===== src/rtl/muldiv_unit.sv =====
// Iterative radix-2 multiply / restoring divide unit, one step per clock.
// Define MULDIV_SIGNED_EN to add the signed_in port and two's-complement ops.
module muldiv_unit #(
    parameter int WIDTH = 16
) (
    input  logic             clk,
    input  logic             rst_n,
    input  logic             start,
    input  logic [1:0]       op,
    input  logic [WIDTH-1:0] a_in,
    input  logic [WIDTH-1:0] b_in,
`ifdef MULDIV_SIGNED_EN
    input  logic             signed_in,
`endif
    output logic [WIDTH-1:0] out,
    output logic             busy,
    output logic             done,
    output logic [4:0]       flags_out,
    output logic             div_by_zero
);

    localparam int CW = $clog2(WIDTH + 1);
    localparam logic [WIDTH-1:0] MINV = {1'b1, {(WIDTH-1){1'b0}}};

    typedef enum logic [1:0] {IDLE, RUN, FIN} state_t;

    state_t           state_q, state_d;
    logic [1:0]       op_q, op_d;
    logic             sgn_q, sgn_d;
    logic             neg_q, neg_d;
    logic             sovf_q, sovf_d;
    logic [WIDTH-1:0] opnd_q, opnd_d;
    logic [WIDTH-1:0] hi_q, hi_d;
    logic [WIDTH-1:0] lo_q, lo_d;
    logic [WIDTH-1:0] out_q, out_d;
    logic [CW-1:0]    cnt_q, cnt_d;
    logic [4:0]       flags_q, flags_d;
    logic             busy_q, busy_d;
    logic             done_q, done_d;
    logic             dbz_q, dbz_d;

    logic               sgn_in, accept, is_div, dge, ovf;
    logic [WIDTH-1:0]   a_mag, b_mag, src_hi, src_lo, src_opnd;
    logic [WIDTH-1:0]   it_hi, it_lo, qv, rv, res;
    logic [WIDTH:0]     msum, dsh;
    logic [2*WIDTH-1:0] prod, sprod;

    function automatic logic [4:0] mk_flags(input logic [WIDTH-1:0] r,
                                            input logic v);
        return {^r, v, r[WIDTH-1], 1'b0, ~|r};
    endfunction

    always_comb begin
`ifdef MULDIV_SIGNED_EN
        sgn_in = signed_in;
`else
        sgn_in = 1'b0;
`endif
        accept = start && (state_q != RUN);
        a_mag  = (sgn_in && a_in[WIDTH-1]) ? -a_in : a_in;
        b_mag  = (sgn_in && b_in[WIDTH-1]) ? -b_in : b_in;

        // The accept edge performs the first step straight from the inputs.
        is_div   = accept ? op[1] : op_q[1];
        src_hi   = accept ? '0 : hi_q;
        src_lo   = accept ? (op[1] ? a_mag : b_mag) : lo_q;
        src_opnd = accept ? (op[1] ? b_mag : a_mag) : opnd_q;

        msum = {1'b0, src_hi} + (src_lo[0] ? {1'b0, src_opnd} : '0);
        dsh  = {src_hi, src_lo[WIDTH-1]};
        dge  = dsh >= {1'b0, src_opnd};
        if (is_div) begin
            it_hi = dge ? (dsh[WIDTH-1:0] - src_opnd) : dsh[WIDTH-1:0];
            it_lo = {src_lo[WIDTH-2:0], dge};
        end else begin
            it_hi = msum[WIDTH:1];
            it_lo = {msum[0], src_lo[WIDTH-1:1]};
        end

        prod  = {it_hi, it_lo};
        sprod = neg_q ? -prod : prod;
        qv    = neg_q ? -it_lo : it_lo;
        rv    = neg_q ? -it_hi : it_hi;
        res   = '0;
        ovf   = 1'b0;
        case (op_q)
            2'b00: begin
                res = sprod[WIDTH-1:0];
                ovf = sgn_q ? (sprod[2*WIDTH-1:WIDTH] != {WIDTH{sprod[WIDTH-1]}})
                            : (|sprod[2*WIDTH-1:WIDTH]);
            end
            2'b01: res = sprod[2*WIDTH-1:WIDTH];
            2'b10: begin
                res = qv;
                ovf = sovf_q;
            end
            default: res = rv;
        endcase

        state_d = state_q;
        op_d    = op_q;
        sgn_d   = sgn_q;
        neg_d   = neg_q;
        sovf_d  = sovf_q;
        opnd_d  = opnd_q;
        hi_d    = hi_q;
        lo_d    = lo_q;
        out_d   = out_q;
        cnt_d   = cnt_q;
        flags_d = flags_q;
        busy_d  = busy_q;
        done_d  = 1'b0;
        dbz_d   = dbz_q;

        case (state_q)
            RUN: begin
                hi_d  = it_hi;
                lo_d  = it_lo;
                cnt_d = cnt_q - CW'(1);
                if (cnt_d == '0) begin
                    out_d   = res;
                    flags_d = mk_flags(res, ovf);
                    done_d  = 1'b1;
                    busy_d  = 1'b0;
                    state_d = FIN;
                end
            end
            default: begin
                state_d = IDLE;
                busy_d  = 1'b0;
                if (accept) begin
                    op_d   = op;
                    sgn_d  = sgn_in;
                    dbz_d  = 1'b0;
                    hi_d   = it_hi;
                    lo_d   = it_lo;
                    opnd_d = src_opnd;
                    cnt_d  = CW'(WIDTH - 1);
                    neg_d  = sgn_in && ((op == 2'b11) ? a_in[WIDTH-1]
                                        : (a_in[WIDTH-1] ^ b_in[WIDTH-1]));
                    sovf_d = sgn_in && (op == 2'b10) && (a_in == MINV) && (&b_in);
                    if (op[1] && (b_in == '0)) begin
                        out_d   = op[0] ? a_in : '1;
                        flags_d = mk_flags(out_d, 1'b1);
                        dbz_d   = 1'b1;
                        done_d  = 1'b1;
                        state_d = FIN;
                    end else begin
                        busy_d  = 1'b1;
                        state_d = RUN;
                    end
                end
            end
        endcase
    end

    always_ff @(posedge clk) begin
        if (!rst_n) begin
            state_q <= IDLE;
            op_q    <= '0;
            sgn_q   <= 1'b0;
            neg_q   <= 1'b0;
            sovf_q  <= 1'b0;
            opnd_q  <= '0;
            hi_q    <= '0;
            lo_q    <= '0;
            out_q   <= '0;
            cnt_q   <= '0;
            flags_q <= '0;
            busy_q  <= 1'b0;
            done_q  <= 1'b0;
            dbz_q   <= 1'b0;
        end else begin
            state_q <= state_d;
            op_q    <= op_d;
            sgn_q   <= sgn_d;
            neg_q   <= neg_d;
            sovf_q  <= sovf_d;
            opnd_q  <= opnd_d;
            hi_q    <= hi_d;
            lo_q    <= lo_d;
            out_q   <= out_d;
            cnt_q   <= cnt_d;
            flags_q <= flags_d;
            busy_q  <= busy_d;
            done_q  <= done_d;
            dbz_q   <= dbz_d;
        end
    end

    assign out         = out_q;
    assign busy        = busy_q;
    assign done        = done_q;
    assign flags_out   = flags_q;
    assign div_by_zero = dbz_q;

endmodule


===== config.mk =====
export PLATFORM = sky130hd
export DESIGN_NAME = muldiv_unit
export DESIGN_NICKNAME = d
export VERILOG_FILES = /design/src/rtl/muldiv_unit.sv
export SDC_FILE = /design/constraint.sdc
export NUM_CORES = 1
export LEC_CHECK = 0
export ABC_AREA = 1
export CAP_MARGIN = 10
export CORE_MARGIN = 2
export CORE_UTILIZATION = 55
export CTS_BUF_LIST = sky130_fd_sc_hd__clkbuf_8 sky130_fd_sc_hd__clkbuf_16
export DETAILED_ROUTE_END_ITERATION = 16
export PLACE_DENSITY = 0.78
export SLEW_MARGIN = 10
export SYNTH_ARGS = -nofsm -noshare
export SYNTH_HDL_FRONTEND = slang
export SYNTH_SLANG_ARGS = --single-unit

===== constraint.sdc =====
create_clock -name clk -period 5.5 [get_ports clk]
set_clock_uncertainty 0.05 [all_clocks]
set_input_delay 0.825 -clock clk [delete_from_list [all_inputs] [get_ports clk]]
set_output_delay 0.825 -clock clk [all_outputs]
set_load 0.02 [all_outputs]

---- Yosys cells after proc, flatten, opt, wreduce, memory -nomap -nowiden ----
Index checks and enable logic that the tools add are counted.
operators by class
  add/sub/neg operators ................... 3
  order comparisons ....................... 1
  eq/ne operators ......................... 4
  multiplexer cells ....................... 39
  bitwise logic cells ..................... 1
  reductions and logical operators ........ 17
operators with widths
  kind                 number
  $mux 16              19
  $reduce_or 16->1     3
  $reduce_xor 16->1    2
  $mux 5               6
  $add 16x16->17       1
  $ge 17x16->1         1
  $logic_not 16->1     1
  $sub 16x16->16       1
  $mux 1               10
  $mux 2               4
  $logic_not 5->1      1
  $sub 5x1->5 const B  1
  $reduce_bool 2->1    2
  $reduce_and 3->1     1
  $eq 2x1->1 const B   1
  $eq 2x2->1 const B   1
  $logic_and 1x1->1    2
  $logic_not 1->1      2
  $logic_not 2->1      1
  $ne 2x1->1 const B   1
  $ne 2x2->1 const B   1
  $reduce_and 2->1     1
  $reduce_or 2->1      1
  $not 1->1            1
storage, ports and cells
  register bits ........................... 81
  output and inout bits ................... 24
  logic and storage cells ................. 76

---- Longest topological paths before layout ----
  depth after elaboration ................. 11
  depth in mapped cells ................... 33
  gate-level depth less buffers ........... 30

---- Worst setup path before layout ----
No wires, ideal clock.
  path kind ............................... input -> register
  start ................................... input port op[1]
  end ..................................... register flags_q[4], in the netlist flags_out[4]
  arrival time ............................ 4557 ps
  slack ................................... 771 ps
  cell stages on the path ................. 27
  path buffers ............................ 4
  cells stage by stage .................... buf_2 -> inv_2 -> buf_2 -> buf_1 -> nand2_1 -> o211ai_1 -> o21ai_0 -> ha_1 -> nand2_1 -> nor2_1 -> nand2_1 -> nor4_1 -> a21oi_4 -> buf_4 -> nand3_1 -> nand3_1 -> nand2_1 -> nand2_1 -> o21ai_1 -> inv_1 -> ha_1 -> xnor2_1 -> xnor2_1 -> xnor2_1 -> nand2_1 -> o21ai_0 -> a21oi_1
between the ends
  word-level cells in the longest chain between the ends .. 9
RTL lines
  what                                              RTL line  source
  start, declared                                   9         input logic [1:0] op,
  $mux 16, on equally long branches (2 in series)   67, 66
  $mux 16 (tied with other cells)                   69        msum = {1'b0, src_hi} + (src_lo[0] ? {1'b0, src_opnd} : '0);
  $add 16x16->17 / $mux 16 (equally long branches)  69, 73
  $mux 16                                           72        if (is_div) begin
  $mux 16                                           -
  $reduce_xor 16->1                                 50        return {^r, v, r[WIDTH-1], 1'b0, ~|r};
  $mux 5                                            120       if (cnt_d == '0) begin
  $mux 5                                            115       case (state_q)
  end signal, assigned                              184       flags_q <= flags_d;
  end, declared                                     37        logic [4:0] flags_q, flags_d;
Parallel ways exist; a longest one is shown, timed or not. The select of a mux whose other input is x is not followed.
A chain may end at the register's enable or synchronous reset.

---- Final worst setup path ----
Ends and elaborated chain as after synthesis.

==> impl_metrics.ini <==
[finish]
final_area_sq_um = 8120
area_growth_syn_to_layout_pct = 17.9
fin_cells = 1336
most-common-layout-cells = nand2_1, inv_1, nor2_1, o21ai_0, dfxtp_1
final_common_cell = nand2_1
antenna_cells = 0
drive_gt1_share_pct = 7.19
post-route-util_pct = 67.0
seqCellArea_sq_um = 1560
multi_input_area_sq_um = 4590
nNetsFinal = 1248
fillers = 1122

[clock_tree]
cts_root_buf = clkbuf_16
holdBufCountCts = 0
cts_buffer_depth = 2
cts_made_buffers = 9
clkSlewWorstSetupHoldPaths_ns = 0.06
htreeDepth = 3
cts_sinks = 78
clock_latency_ns = 0.34
cts_tree = done

[yosys]
yosysTopAreaCell = dfxtp_1
synth_seq_cells = 78
syn-num-nets = 1196
synth.top_cells.by_area = dfxtp_1, nand2_1, ha_1
ys.flop_type = dfxtp_1
seq_area_frac_synth_pct = 22.7
synth.avg_cell_area_sq_um = 6.20
synth_area_sq_um = 6880
syn_inst = 1111
yosys_warnings = 0
synth_top_area_share_pct = 22.7
async_reset_ff_share_pct = 0
synth_edf_count = 0
synth_cell_types = 47

[run_status]
status = completed

[route]
drc = 0
firstDrtPassIters = 6
ant_nets = 0
drt_iter0_drc = 843
wl_per_cell_um = 17.0
drt_wl_total_um = 22700
vias = 7604
via_per_inst = 5.69

[floorplanning]
start_util_pct = 56.8
ios = 61
die_w_um = 116
die_y_um = 116
dieArea_sq_um = 13400
num_rows = 40
coreArea_sq_um = 12100

[timing]
slew_viol_final = 0
timing.final.ws_setup_ns = 0.369
setup_viol = 0
min_period_ns = 5.13
whs_ns = 0.414
tightest_slew_ns = 0.917
max_freq_ghz = 0.195
hold_viol_final = 0
finalCritPeriodShare_pct = 93.3
tns_ns = 0
rsz0062_at_grt = false
slew_headroom_pct = 38.5

[setup_path]
cp_max_fo = 30
crit_path_end_kind = register
cp-start-kind = input port
worstPathArrival_ns = 5.31
worstPathRequired_ns = 5.68
path_class = in2reg

[place]
placedCellCount = 1316
dpl.hpwl_um = 17400
place_area_sq_um = 7710
routabilityCongestion = 0.992
port_buffers = 59
dp_slack_ns = 0.0830

[hold_path]
hp-class = reg2reg

[grt]
grt_pass1_vias = 6944
grt_overflow = 0
grt_max_degree = 42
grt_use_total_pct = 33.9
grt_first_pass_wirelength_um = 35400
antenna_found_initial = 1

[pwr]
power_mw = 2.39
max-vdd-ir-drop_mv = 0.185
power_density_nw_per_um2 = 294
power.leakage_nw = 4.16

[flow_run]
maxCapViolations = 0
==> flip-flops by register name (all words and copies together), names as in the netlist <==
register and cells:
hi_q 16, lo_q 16, opnd_q 16, out 15, cnt_q 5, flags_out 4, op_q 2, busy 1
div_by_zero 1, done 1, state_q 1
==> what timing repair did <==
| item | 4_1_cts | 5_1_grt |
|---|---|---|
| gates resized for setup | 0 | 4 |
| hold endpoints to repair | 0 | 0 |
| setup endpoints to repair | 0 | 1 |
| buffers inserted | 0 | 4 |
==> path summary, 6_finish.rpt <==
path / from / to / slack, ns / depth (start not counted)
worst max-delay path: op[1] / flags_out[4]$_SDFFE_PN0P_ / 0.37 / 26
worst min-delay path: out[12]$_SDFFE_PN0P_ / out[12]$_SDFFE_PN0P_ / 0.41 / 2
worst max register to register: busy$_SDFFE_PN0P_ / flags_out[4]$_SDFFE_PN0P_ / 0.84 / 26
worst min register to register: out[12]$_SDFFE_PN0P_ / out[12]$_SDFFE_PN0P_ / 0.41 / 2
==> layer usage <==
layer | vias up | wire length (um) | global-route usage (%)
li1 | 3746 | - | -
met1 | 3418 | 9500 | 45.0
met4 | 2 | 629 | 11.1
met2 | 371 | 10400 | 55.1
met5 | - | 13 | 0
met3 | 67 | 2240 | 7.43
==> worst max-delay path, cell delays in order <==
cell             delay (ns)
clkdlybuf4s50_1        0.52
inv_2                  0.07
buf_12                 0.16
o211ai_1               0.21
o21ai_0                0.25
ha_1                   0.45
a21oi_1                0.20
o21ai_0                0.15
nand2_1                0.11
o211ai_1               0.14
a21oi_4                0.28
buf_4                  0.24
nand3_1                0.10
nand2_1                0.10
nand2_1                0.06
nand2_1                0.09
inv_1                  0.07
o21ai_1                0.18
inv_1                  0.07
ha_1                   0.28
xnor2_1                0.14
xnor2_1                0.24
xnor2_1                0.15
nand2_1                0.06
o21ai_0                0.07
a21oi_1                0.08
==> cells in the mapped netlist (4+ instances only) <==
master,count
nand3b_1,7
nand2_2,9
o21bai_1,16
dfxtp_1,78
nand3_1,63
nand2_1,300
nand2_4,4
inv_1,134
xor2_1,8
inv_2,4
o21ai_0,88
o21ai_1,21
nor4_1,7
o211ai_1,25
buf_2,8
nand4_1,11
mux2i_1,16
clkbuf_1,33
nor3_1,8
a21oi_1,75
ha_1,47
xnor2_1,17
buf_1,4
nor2_1,94
==> cells by family (layout without fill, tap and decap cells) <==
| family | after synthesis | count (layout) | share of synthesized area [%] |
|---|---|---|---|
| simple gates | 514 | 514 | 32.1 |
| compound gates | 239 | 239 | 19.9 |
| buf+inv | 190 | 247 | 10.9 |
| flops | 78 | 78 | 22.7 |
| fa+ha+maj | 48 | 48 | 8.83 |
| xor+xnor | 25 | 25 | 3.18 |
| mux | 16 | 16 | 2.33 |
| other cells | 1 | 1 | 0.0545 |
==> layout make-up <==
| cell class | instances | area share [%] |
|---|---|---|
| inverters | 140 | 6.52 |
| repair buffers | 91 | 10.7 |
| well taps | 168 | 2.59 |
| clock buffers | 10 | 2.94 |
| flip-flops and latches | 78 | 19.2 |
| clock inverters | 6 | 1.45 |
| multi-input cells | 843 | 56.6 |
==> report_power, final <==
part           switching, mW  leakage [nW]  internal [mW]
registers             0.0263         0.641          0.612
logic                  0.651          3.35          0.383
clock network          0.257         0.171          0.460
Power figures use the tool's default switching activity.
